===== src/rtl/trap_controller.sv =====
// trap_controller: machine-mode trap entry/exit sequencer for the RV32 core.
// Detects a trap or MRET in decode, stalls and flushes the pipeline, writes
// the trap CSRs one per cycle over the single CSR write port and finally
// redirects the PC to the trap handler or back to mepc.
module trap_controller #(
  parameter int          DATA_WIDTH  = 32,
  parameter logic [11:0] CSR_MSTATUS = 12'h300,
  parameter logic [11:0] CSR_MEPC    = 12'h341,
  parameter logic [11:0] CSR_MCAUSE  = 12'h342,
  parameter logic [11:0] CSR_MTVAL   = 12'h343
) (
  input  logic                  i_clock,
  input  logic                  i_reset,
  input  logic                  i_valid,
  input  logic [DATA_WIDTH-1:0] i_pc,
  input  logic [31:0]           i_inst,
  input  logic                  i_isIllegal,
  input  logic                  i_isECALL,
  input  logic                  i_isEBREAK,
  input  logic                  i_isMRET,
  input  logic                  i_irqPending,
  input  logic [DATA_WIDTH-1:0] i_mstatus,
  input  logic [DATA_WIDTH-1:0] i_mtvec,
  input  logic [DATA_WIDTH-1:0] i_mepc,
  output logic                  o_stall,
  output logic                  o_flush,
  output logic                  o_csrWrEnable,
  output logic [11:0]           o_csrWrAddr,
  output logic [DATA_WIDTH-1:0] o_csrWrData,
  output logic                  o_pcLoad,
  output logic [DATA_WIDTH-1:0] o_pcNext
);

  // Cause codes; the interrupt cause carries the MSB interrupt flag.
  localparam logic [DATA_WIDTH-1:0] CAUSE_IRQ     = {1'b1, {(DATA_WIDTH-5){1'b0}}, 4'hB};
  localparam logic [DATA_WIDTH-1:0] CAUSE_ILLEGAL = DATA_WIDTH'(2);
  localparam logic [DATA_WIDTH-1:0] CAUSE_EBREAK  = DATA_WIDTH'(3);
  localparam logic [DATA_WIDTH-1:0] CAUSE_ECALL   = DATA_WIDTH'(11);

  typedef enum logic [2:0] {
    IDLE,
    WR_EPC,
    WR_CAUSE,
    WR_TVAL,
    WR_STATUS,
    JUMP,
    MRET_STATUS,
    MRET_JUMP
  } TrapState;

  TrapState              state;
  logic [DATA_WIDTH-1:0] causeLatched;
  logic [DATA_WIDTH-1:0] tvalLatched;
  logic [DATA_WIDTH-1:0] mstatusLatched;
  logic [DATA_WIDTH-1:0] mtvecLatched;
  logic [DATA_WIDTH-1:0] mepcLatched;

  logic                  irqTaken;
  logic                  detect;
  logic                  isReturn;
  logic [DATA_WIDTH-1:0] trapCause;
  logic [DATA_WIDTH-1:0] trapTval;
  logic [DATA_WIDTH-1:0] handlerBase;
  logic [DATA_WIDTH-1:0] vectorOffset;
  logic [DATA_WIDTH-1:0] handlerTarget;

  // mstatus on trap entry: MPIE takes the old MIE, MIE cleared, MPP = machine.
  function automatic logic [DATA_WIDTH-1:0] trapStatusOf(input logic [DATA_WIDTH-1:0] status);
    logic [DATA_WIDTH-1:0] result;
    result        = status;
    result[7]     = status[3];
    result[3]     = 1'b0;
    result[12:11] = 2'b11;
    return result;
  endfunction

  // mstatus on MRET: MIE restored from MPIE, MPIE set, MPP kept at machine.
  function automatic logic [DATA_WIDTH-1:0] mretStatusOf(input logic [DATA_WIDTH-1:0] status);
    logic [DATA_WIDTH-1:0] result;
    result        = status;
    result[3]     = status[7];
    result[7]     = 1'b1;
    result[12:11] = 2'b11;
    return result;
  endfunction

  // Classify the decode-stage instruction in priority order; only IDLE listens,
  // and reset suppresses any new detection in the cycle it is asserted.
  always_comb begin
    irqTaken  = i_irqPending & i_mstatus[3];
    detect    = 1'b0;
    isReturn  = 1'b0;
    trapCause = '0;
    trapTval  = '0;
    if ((state == IDLE) && i_valid && !i_reset) begin
      if (irqTaken) begin
        detect    = 1'b1;
        trapCause = CAUSE_IRQ;
      end else if (i_isIllegal) begin
        detect    = 1'b1;
        trapCause = CAUSE_ILLEGAL;
        trapTval  = DATA_WIDTH'(i_inst);
      end else if (i_isEBREAK) begin
        detect    = 1'b1;
        trapCause = CAUSE_EBREAK;
        trapTval  = i_pc;
      end else if (i_isECALL) begin
        detect    = 1'b1;
        trapCause = CAUSE_ECALL;
      end else if (i_isMRET) begin
        detect    = 1'b1;
        isReturn  = 1'b1;
      end
    end
  end

  // Handler address: direct mode uses the base, vectored mode offsets
  // interrupts by 4*cause; synchronous exceptions always go to the base.
  always_comb begin
    handlerBase   = {mtvecLatched[DATA_WIDTH-1:2], 2'b00};
    vectorOffset  = {causeLatched[DATA_WIDTH-3:0], 2'b00};
    handlerTarget = handlerBase;
    if ((mtvecLatched[1:0] == 2'b01) && causeLatched[DATA_WIDTH-1]) begin
      handlerTarget = handlerBase + vectorOffset;
    end
  end

  // The detect cycle itself stalls and flushes; every sequencer state stalls.
  always_comb begin
    o_flush = detect;
    o_stall = (state != IDLE) | detect;
  end

  // Sequencer: latches CSR snapshots at detect, then steps through one CSR
  // write per cycle with registered write/redirect outputs.
  always_ff @(posedge i_clock) begin
    if (i_reset) begin
      state          <= IDLE;
      causeLatched   <= '0;
      tvalLatched    <= '0;
      mstatusLatched <= '0;
      mtvecLatched   <= '0;
      mepcLatched    <= '0;
      o_csrWrEnable  <= 1'b0;
      o_csrWrAddr    <= '0;
      o_csrWrData    <= '0;
      o_pcLoad       <= 1'b0;
      o_pcNext       <= '0;
    end else begin
      o_csrWrEnable <= 1'b0;
      o_csrWrAddr   <= '0;
      o_csrWrData   <= '0;
      o_pcLoad      <= 1'b0;
      o_pcNext      <= '0;
      case (state)
        IDLE: begin
          if (detect) begin
            causeLatched   <= trapCause;
            tvalLatched    <= trapTval;
            mstatusLatched <= i_mstatus;
            mtvecLatched   <= i_mtvec;
            mepcLatched    <= i_mepc;
            o_csrWrEnable  <= 1'b1;
            if (isReturn) begin
              state       <= MRET_STATUS;
              o_csrWrAddr <= CSR_MSTATUS;
              o_csrWrData <= mretStatusOf(i_mstatus);
            end else begin
              state       <= WR_EPC;
              o_csrWrAddr <= CSR_MEPC;
              o_csrWrData <= {i_pc[DATA_WIDTH-1:2], 2'b00};
            end
          end
        end
        WR_EPC: begin
          state         <= WR_CAUSE;
          o_csrWrEnable <= 1'b1;
          o_csrWrAddr   <= CSR_MCAUSE;
          o_csrWrData   <= causeLatched;
        end
        WR_CAUSE: begin
          state         <= WR_TVAL;
          o_csrWrEnable <= 1'b1;
          o_csrWrAddr   <= CSR_MTVAL;
          o_csrWrData   <= tvalLatched;
        end
        WR_TVAL: begin
          state         <= WR_STATUS;
          o_csrWrEnable <= 1'b1;
          o_csrWrAddr   <= CSR_MSTATUS;
          o_csrWrData   <= trapStatusOf(mstatusLatched);
        end
        WR_STATUS: begin
          state    <= JUMP;
          o_pcLoad <= 1'b1;
          o_pcNext <= handlerTarget;
        end
        JUMP: begin
          state <= IDLE;
        end
        MRET_STATUS: begin
          state    <= MRET_JUMP;
          o_pcLoad <= 1'b1;
          o_pcNext <= {mepcLatched[DATA_WIDTH-1:2], 2'b00};
        end
        MRET_JUMP: begin
          state <= IDLE;
        end
        default: begin
          state <= IDLE;
        end
      endcase
    end
  end

endmodule

===== config.mk =====
export PLATFORM = sky130hd
export DESIGN_NAME = trap_controller
export DESIGN_NICKNAME = d
export VERILOG_FILES = /design/src/rtl/trap_controller.sv
export SDC_FILE = /design/constraint.sdc
export NUM_CORES = 1
export LEC_CHECK = 0
export CAP_MARGIN = 20
export CORE_MARGIN = 8
export CORE_UTILIZATION = 44
export CTS_BUF_LIST = sky130_fd_sc_hd__clkbuf_4 sky130_fd_sc_hd__clkbuf_8
export DETAILED_ROUTE_END_ITERATION = 10
export GPL_ROUTABILITY_DRIVEN = 0
export PLACE_DENSITY = 0.83
export SLEW_MARGIN = 5
export SYNTH_ARGS = -nofsm -noshare
export SYNTH_HDL_FRONTEND = slang
export SYNTH_SLANG_ARGS = --single-unit

===== constraint.sdc =====
create_clock -name i_clock -period 2.5 [get_ports i_clock]
set_input_delay 0.5 -clock i_clock [delete_from_list [all_inputs] [get_ports i_clock]]
set_output_delay 0.5 -clock i_clock [all_outputs]
set_load 0.005 [all_outputs]

==> flow_metrics.tcl, run 1 <==
set metrics [dict create \
    rr_endpoint "o_pcNext[30]" \
    slowest_delay_ps 490 \
    critical_path.max_fanout 2 \
    port_buffers 234 \
    power_density_nw_per_um2 582 \
    postCtsSetupBuffers 0 \
    die-area_um2 23200 \
    synth_edf_count 0 \
    drt_iter0_drc 676 \
    wirelength_um 26100 \
    synthTopCellsByArea "dfxtp_1 (49%), nand2_1 (10%), a21oi_1 (6.5%), a222oi_1 (3.4%), o2bb2ai_1 (3.4%)" \
    hold_path_class "reg2reg" \
    drt-vias-per-instance 5.63 \
    syn2layout_area_growth_pct 37.1 \
    drc 0 \
    critPathBufInv 3 \
    cts_tree "done" \
    grt_pass1_wl_um 41600 \
    setup_viol 0 \
    final_nets 1328 \
    synth_cells 940 \
    worst_path_max_delay_cell "a2111o_1" \
    dp_worst_setup_slack_ps -647 \
    drtPass1Iterations 7 \
    syn-cell-area_um2 8170 \
    dp_hpwl_um 18200 \
    crit_required_ps 2000 \
    antenna_found_initial 1 \
    relSlewSlack 0.285 \
    cts.sinks 198 \
    hold_violations 0 \
    placed_cells 1371 \
    yosysTopAreaCellShare 0.485 \
    die_h_um 152 \
    root_buffer "clkbuf_8" \
    die_x_um 152 \
    run_status "complete, no violations" \
    start_util 0.443 \
    grt_pass1_vias 8055 \
    htreeDepth 4 \
    fin_crit_sh 0.987 \
    grt-ovfl-total 0 \
    critPathLaunch "i_irqPending" \
    placed_area_um2 10800 \
    rrSetupSlack_ps 100 \
    grt_start_max_net_pins 73 \
    cts_inserted_buffers 17 \
    cp_cell_sequence "clkdlybuf4s15_1 -> a2111o_1 -> o2111ai_4 -> inv_4 -> or3_4 -> buf_6" \
    start_kind "input pin" \
    io-pin-count 248 \
    cp-endpoint "o_stall" \
    cap_violations 0 \
    clk_pin_slew_worst_paths_ps 100 \
    synth.avg_cell_area_um2 8.69 \
    path_depth 6 \
    rr_worst_depth 8 \
    worstMarginPinSlew_ps 1070 \
    yosysMostFrequentCell "nand2_1" \
    timing.rr.start "causeLatched[0]" \
    grt_usage 0.218 \
    synth_cell_type_count 56 \
    wire_per_inst_um 18.6 \
    synthArstFlopShare 0 \
    yosys.area.top_type "dfxtp_1" \
    insertion_delay_ps 480 \
    fin_skew_ps 18.7 \
    critPathTopFamily "compound AO/OA/AOI/OAI gates" \
    fmax_mhz 405 \
    endpoint_kind "primary output" \
    p_leak_nw 3.89 \
    drive_gt1_frac 0.0804 \
    grt_busiest_layer "met2" \
    setup_ws_ps 32.3 \
    final_antenna_net_count 0 \
    rows 50 \
    slew_viol_final 0 \
    arrival_ps 1970 \
    cts.path.max_buffers 2 \
    yosys_most_used_dff "dfxtp_1" \
    setup_tns_ps 0 \
    use_met2 0.374 \
    use_met3 0.0686 \
    final.min_clock_period_ps 2470 \
    yosys-top-cells-count "nand2_1 (218), dfxtp_1 (198), a21oi_1 (106)" \
    fin_area_um2 11200 \
    setup.worst_path.class "in2out" \
    fin_cells 1405 \
    worstHoldStart "mstatusLatched[31]" \
    fillCellCount 1511 \
    synth-seq-cells 198 \
    use_met1 0.240 \
    core_um2 18500 \
    synth_warnings 0 \
    vdd_drop_max_mv 0.361 \
    synth_seq_area_share 0.485 \
    vias 7913 \
]
worst min-delay path, cell delays in order, from the launching register on:
cell     delay, ps
dfxtp_1        320
nand2_1         50
a21oi_1         50
worst min-delay path by stage:
stage                     depth (start not counted)                  to  slack, ps
after floorplan                                   2        o_pcNext[10]        420
after global placement                            2        o_pcNext[11]        430
after detailed placement                          2        o_pcNext[28]        440
after CTS                                         4      o_csrWrAddr[1]        440
after global routing                              4      o_csrWrAddr[1]        470
final                                             2  mstatusLatched[31]        460
per-layer routing:
metal | routed length (um) | vias to the layer above
met5 | 0 | -
met4 | 1070 | 0
met3 | 2090 | 68
met2 | 12900 | 346
met1 | 10100 | 3772
li1 | - | 3727
per-stage QoR:
step	total power, mW	util	hold WS [ps]
after CTS	6.53	0.606	443
after floorplan	3.97	-	425
final	6.52	0.607	462
after detailed placement	4.51	0.584	443
after global placement	4.49	0.584	435
after global routing	6.78	0.607	465
final cells by class:
cell class	count	area [um2]	area share
multi-input cells	659	3840	0.343
inverters	6	25.0	0.00224
clock inverters	14	150	0.0134
clock buffers	18	248	0.0221
repair buffers	274	2680	0.239
well taps	234	293	0.0262
diodes	2	5.00	0.000447
flip-flops and latches	198	3960	0.354
placed cells by master (no fill, tap or decap), types with 18 or more instances in the layout:
master and count:
a222oi_1 28, dfxtp_1 198, o2bb2ai_1 32, nand2_1 218, buf_4 36, mux2_1 21
clkbuf_8 18, a21oi_1 106, a22oi_1 36, clkdlybuf4s50_1 226, nor2_1 49, xnor2_1 19
o21ai_0 28
repair_timing:
action,in CTS,in global routing
resized for setup,17,2
pin swaps,3,4
endpoints found under the hold margin,0,0
endpoints found under the setup margin,92,59
hold buffers,0,0
registers in the layout, indices dropped and copies added (netlist names), 3 cells and up:
signal	flops
mtvecLatched	32
mepcLatched	30
state	3
o_pcNext	30
causeLatched	4
o_csrWrData	32
o_csrWrAddr	4
tvalLatched	32
mstatusLatched	29
power breakdown:
part / switching [mW] / internal, mW / leakage (nW)
clock network: 1.27 / 0.782 / 0.202
logic: 0.526 / 0.531 / 2.08
registers: 0.0994 / 3.31 / 1.61
total: 1.90 / 4.62 / 3.89
kinds of logic after synthesis:
kind of cell    synth area share
fa+ha+maj                0.00705
simple gates               0.180
buf+inv                   0.0522
other cells             0.000459
flops                      0.485
mux                       0.0461
xor+xnor                  0.0279
compound gates             0.201
No activity file was read; power rests on OpenSTA's default activity.
==> inputs of run 2 (changes only) <==
Settings changed: CORE_MARGIN 8 to 5.
==> run 2 against run 1 <==
Routed wire length down 2.1%. Non-clock buffer count down 4. Core utilization up 0.87 points. Design area down 0.26%. Clock power down 2%. Register-to-register slack better by 40 ps. First-iteration DRC count up 12%. Final cell count down 0.78%. Critical path depth unchanged. Sequential share of layout area up 0.091 points. Critical path type unchanged. Critical endpoint unchanged. Largest cell class unchanged.
==> flow_metrics.tcl, run 2 (synthesized netlist as in run 1, its figures left out) <==
set metrics [dict create \
    drive_gt1_frac 0.0764 \
    seq_area_um2 3960 \
    syn2layout_area_growth_pct 36.7 \
    setup_viol 0 \
    cts.sinks 198 \
    rows 49 \
    port_buffers 234 \
    die_x_um 146 \
    fmax_mhz 411 \
    final.min_clock_period_ps 2430 \
    wire_per_inst_um 18.3 \
    power_density_nw_per_um2 577 \
    clk_pin_slew_worst_paths_ps 110 \
    root_buffer "clkbuf_8" \
    antenna_found_initial 0 \
    grt_start_max_net_pins 109 \
    grt_usage 0.228 \
    setup.worst_path.class "in2out" \
    vias 7848 \
    final_cell_mix "clkdlybuf4s50_1 (226), nand2_1 (218), dfxtp_1 (198), a21oi_1 (106), nor2_1 (49)" \
    power.share.clock 0.310 \
    arrival_ps 1930 \
    rsz0062_at_grt "false" \
    relSlewSlack 0.377 \
    final_antenna_net_count 0 \
    htreeDepth 4 \
    final_nets 1324 \
    seqPwrFrac 0.528 \
    fin_crit_sh 0.973 \
    die_h_um 146 \
    cts.path.max_buffers 2 \
    fillCellCount 1559 \
    start_kind "input pin" \
    grt_pass1_vias 7469 \
    rrSetupSlack_ps 140 \
    holdPathEnd "mstatusLatched[28]" \
    intPower_mw 4.64 \
    p_leak_nw 3.86 \
    slew_viol_final 0 \
    worstHoldStart "i_reset" \
    sw_frac_of_total 0.279 \
    run_status "complete, no violations" \
    grt_pass1_wl_um 40100 \
    wirelength_um 25600 \
    hold_path_class "in2reg" \
    critical_path.max_fanout 2 \
    drc 0 \
    layout_commonest_cell "clkdlybuf4s50_1" \
    placed_area_um2 10800 \
    core_um2 18100 \
    setup_tns_ps 0 \
    cts_tree "done" \
    endpoint_kind "primary output" \
    cts_inserted_buffers 17 \
    drt-vias-per-instance 5.63 \
    fin_area_um2 11200 \
    start_util 0.450 \
    vdd_drop_max_mv 0.321 \
    worstMarginPinSlew_ps 931 \
    drt_iter0_drc 755 \
    die-area_um2 21400 \
    crit_required_ps 2000 \
    fin_skew_ps 15.8 \
    comb_power_share 0.162 \
    hold_violations 0 \
    hold_depth 2 \
    dp_hpwl_um 17800 \
    rr_worst_depth 8 \
    grt-ovfl-total 0 \
    cap_violations 0 \
    p_switching_mw 1.80 \
    timing.rr.start "causeLatched[0]" \
    insertion_delay_ps 460 \
    drtPass1Iterations 7 \
    top_regs "mtvecLatched (32), o_csrWrData (32), tvalLatched (32)" \
    multiInputGateArea_um2 3830 \
    num_antenna_cells 0 \
    io-pin-count 248 \
    rr_endpoint "o_pcNext[30]" \
]
[run 2: how the worst max path moves through the flow]
stage                    start            endpoint  slack [ps]  cells past startpoint
3_3_place_gp      i_irqPending             o_stall        -530                      6
2_1_floorplan      i_isIllegal             o_stall          20                      7
4_1_cts           i_irqPending             o_stall           4                      6
3_5_place_dp         i_isECALL  mstatusLatched[17]        -600                      7
5_1_grt        causeLatched[0]        o_pcNext[28]           2                      9
6_report            i_isEBREAK             o_stall          70                      6
[run 2: power by group through the flow]
stage                     registers (mW)  logic [mW]  clock network (mW)
after floorplan                     3.46       0.511                   0
after detailed placement            3.48        1.04                   0
after global routing                3.43        1.13                2.16
after CTS                           3.40        1.04                2.03
after global placement              3.47        1.02                   0
final                               3.41        1.04                2.00
[run 2: per-layer routing]
metal  track usage  part of all wire
met1         0.297              0.41
met4        0.0776             0.027
met3        0.0421             0.069
met2         0.383              0.50
met5             0                 0
[run 2: timing repair]
action | 4_1_cts | 5_1_grt
buffers inserted | 1 | 0
endpoints found under the setup margin | 66 | 8
pin swaps | 2 | 2
hold buffers | 0 | 0
resized for setup | 13 | 4
[run 2: worst max-delay path, cell delays in order]
cell and delay, ps:
dlygate4sd2_1 250, a2111o_1 440, o2111ai_4 250, inv_4 60
or3_1 290, buf_2 130
[run 2: metrics by stage]
step	instances	power [mW]	hold slack (ps)	utilization	worst slack, ps
2_1_floorplan	948	3.97	425	-	22.5
3_3_place_gp	1361	4.48	437	0.594	-530
3_5_place_dp	1361	4.51	442	0.594	-604
4_1_cts	1394	6.48	207	0.615	3.56
5_1_grt	1394	6.71	208	0.615	1.65
6_report	1394	6.45	227	0.615	67.4
[run 2: cell type report]
| class | instances | share of cell area |
|---|---|---|
| Tap cell | 229 | 0.0257 |
| Multi-Input combinational cell | 659 | 0.343 |
| Timing Repair Buffer | 270 | 0.240 |
| Sequential cell | 198 | 0.355 |
| Inverter | 6 | 0.00224 |
| Clock buffer | 17 | 0.0210 |
| Clock inverter | 15 | 0.0128 |
==> inputs of run 3 (changes only) <==
Settings changed: CELL_PAD_IN_SITES_DETAIL_PLACEMENT set to 1, CELL_PAD_IN_SITES_GLOBAL_PLACEMENT set to 2, CORE_UTILIZATION 44 to 25, PLACE_DENSITY 0.83 to 0.81.
==> run 3 against run 2 <==
Design area grew 3.6%. Non-clock buffer count is 11 higher. Worst setup slack worse by 50 ps. Via count is 1.7% lower. Flip-flop and latch count unchanged. Routed wire length up 18%. Global-route usage is 6.6 points lower. Critical endpoint unchanged.
==> flow_metrics.tcl, run 3 (synthesized netlist as in run 1, its figures left out) <==
set metrics [dict create \
    run_status "complete, no violations" \
    endpoint_kind "primary output" \
    placed_area_um2 11100 \
    fin_area_um2 11600 \
    layout_commonest_cell "clkdlybuf4s50_1" \
    htreeDepth 4 \
    cts_inserted_buffers 17 \
    dp_hpwl_um 21700 \
    top_regs "mtvecLatched (32), o_csrWrData (32), tvalLatched (32)" \
    grt-ovfl-total 0 \
    power_mw 6.80 \
    antenna_found_initial 4 \
    cap_violations 0 \
    syn2layout_area_growth_pct 41.6 \
    dp_worst_setup_slack_ps -648 \
    drc 0 \
    critPathTopFamily "compound AO/OA/AOI/OAI gates" \
    fin_crit_sh 0.993 \
    drive_gt1_frac 0.0901 \
    setup_ws_ps 17.8 \
    drtPass1Iterations 7 \
    rows 66 \
    hold_path_class "in2reg" \
    slowest_delay_ps 520 \
    die_h_um 191 \
    root_buffer "clkbuf_8" \
    crit_required_ps 2000 \
    drt_iter0_drc 413 \
    wirelength_um 30100 \
    slew_viol_final 0 \
    setup.worst_path.class "in2out" \
    worst_path_max_delay_cell "a2111o_1" \
    worstMarginPinSlew_ps 922 \
    fin_skew_ps 13.6 \
    holdBufCountCts 0 \
    hold_violations 0 \
    die_x_um 191 \
    critical_path.max_fanout 2 \
    final.min_clock_period_ps 2480 \
    finish.utilization 0.357 \
    vdd_drop_max_mv 0.294 \
    drt-vias-per-instance 4.76 \
    grt_pass1_wl_um 46600 \
    vias 7714 \
    fin_cells 1619 \
    fmax_mhz 403 \
    grt_start_max_net_pins 85 \
    final_cell_mix "clkdlybuf4s50_1 (226), nand2_1 (218), dfxtp_1 (197), a21oi_1 (106), nor2_1 (49)" \
    arrival_ps 1980 \
    cts_tree "done" \
    start_util 0.252 \
    cp_cell_sequence "clkdlybuf4s15_1 -> a2111o_1 -> o2111ai_4 -> inv_4 -> or3_4 -> buf_6" \
    placed_cells 1585 \
    grt_pass1_vias 8356 \
    wire_per_inst_um 18.6 \
    start_kind "input pin" \
    final_nets 1335 \
    critPathBufInv 3 \
    setup_viol 0 \
    die-area_um2 36400 \
    io-pin-count 248 \
    final_antenna_net_count 0 \
    port_buffers 234 \
    p_leak_nw 3.94 \
    insertion_delay_ps 480 \
    power_density_nw_per_um2 588 \
    rsz0062_at_grt "false" \
    cts.path.max_buffers 2 \
    relSlewSlack 0.383 \
    clk_pin_slew_worst_paths_ps 110 \
    grt_usage 0.163 \
    core_um2 32400 \
    cts.sinks 198 \
]
[run 3: layer usage]
| metal | GRT usage | share of wire | up-vias | wire length, um |
|---|---|---|---|---|
| li1 | - | - | 3743 | - |
| met1 | 0.196 | 0.42 | 3752 | 12700 |
| met2 | 0.287 | 0.51 | 178 | 15300 |
| met3 | 0.0370 | 0.049 | 35 | 1480 |
| met4 | 0.0508 | 0.022 | 6 | 653 |
| met5 | 0 | 0.0013 | - | 39 |
[run 3: where the power goes]
group / internal [mW] / switching, mW
logic: 0.546 / 0.543
registers: 3.31 / 0.106
clock network: 1.04 / 1.26
[run 3: timing repair]
item	in CTS	in global routing
pin swaps	3	3
setup endpoints to repair	87	14
gates resized for setup	21	6
setup buffers	1	0
[run 3: path summary, 6_finish.rpt]
kind / start / to / slack [ps] / depth (start not counted)
setup / recovery: i_isIllegal / o_stall / 20 / 6
setup reg to reg: causeLatched[0] / o_pcNext[30] / 120 / 8
hold / removal: i_reset / mstatusLatched[31] / 240 / 2
hold reg to reg: mepcLatched[21] / mepcLatched[21] / 460 / 2
[run 3: worst register-to-register path, cell delays in order, from the launching register on]
cell and delay [ps]:
dfxtp_2 370, ha_2 210, inv_1 50, fa_1 390
and3b_1 260, nor2_1 80, or4_1 550, xnor2_1 150
a22o_1 210
[run 3: final cells by class]
cell class                      count  area (um2)
Antenna cell                        1        2.50
Clock buffer                       17         234
Timing Repair Buffer              281        2730
Multi-Input combinational cell    659        3840
Clock inverter                     15         213
Inverter                            6        25.0
Tap cell                          442         553
Fill cell                        3813       20800
Sequential cell                   198        3970
[run 3: per-stage QoR]
step	hold WS [ps]	TNS [ps]
3_5_place_dp	448	-71120
4_1_cts	205	0
2_1_floorplan	425	0
3_3_place_gp	440	-63540
6_report	237	0
5_1_grt	201	0
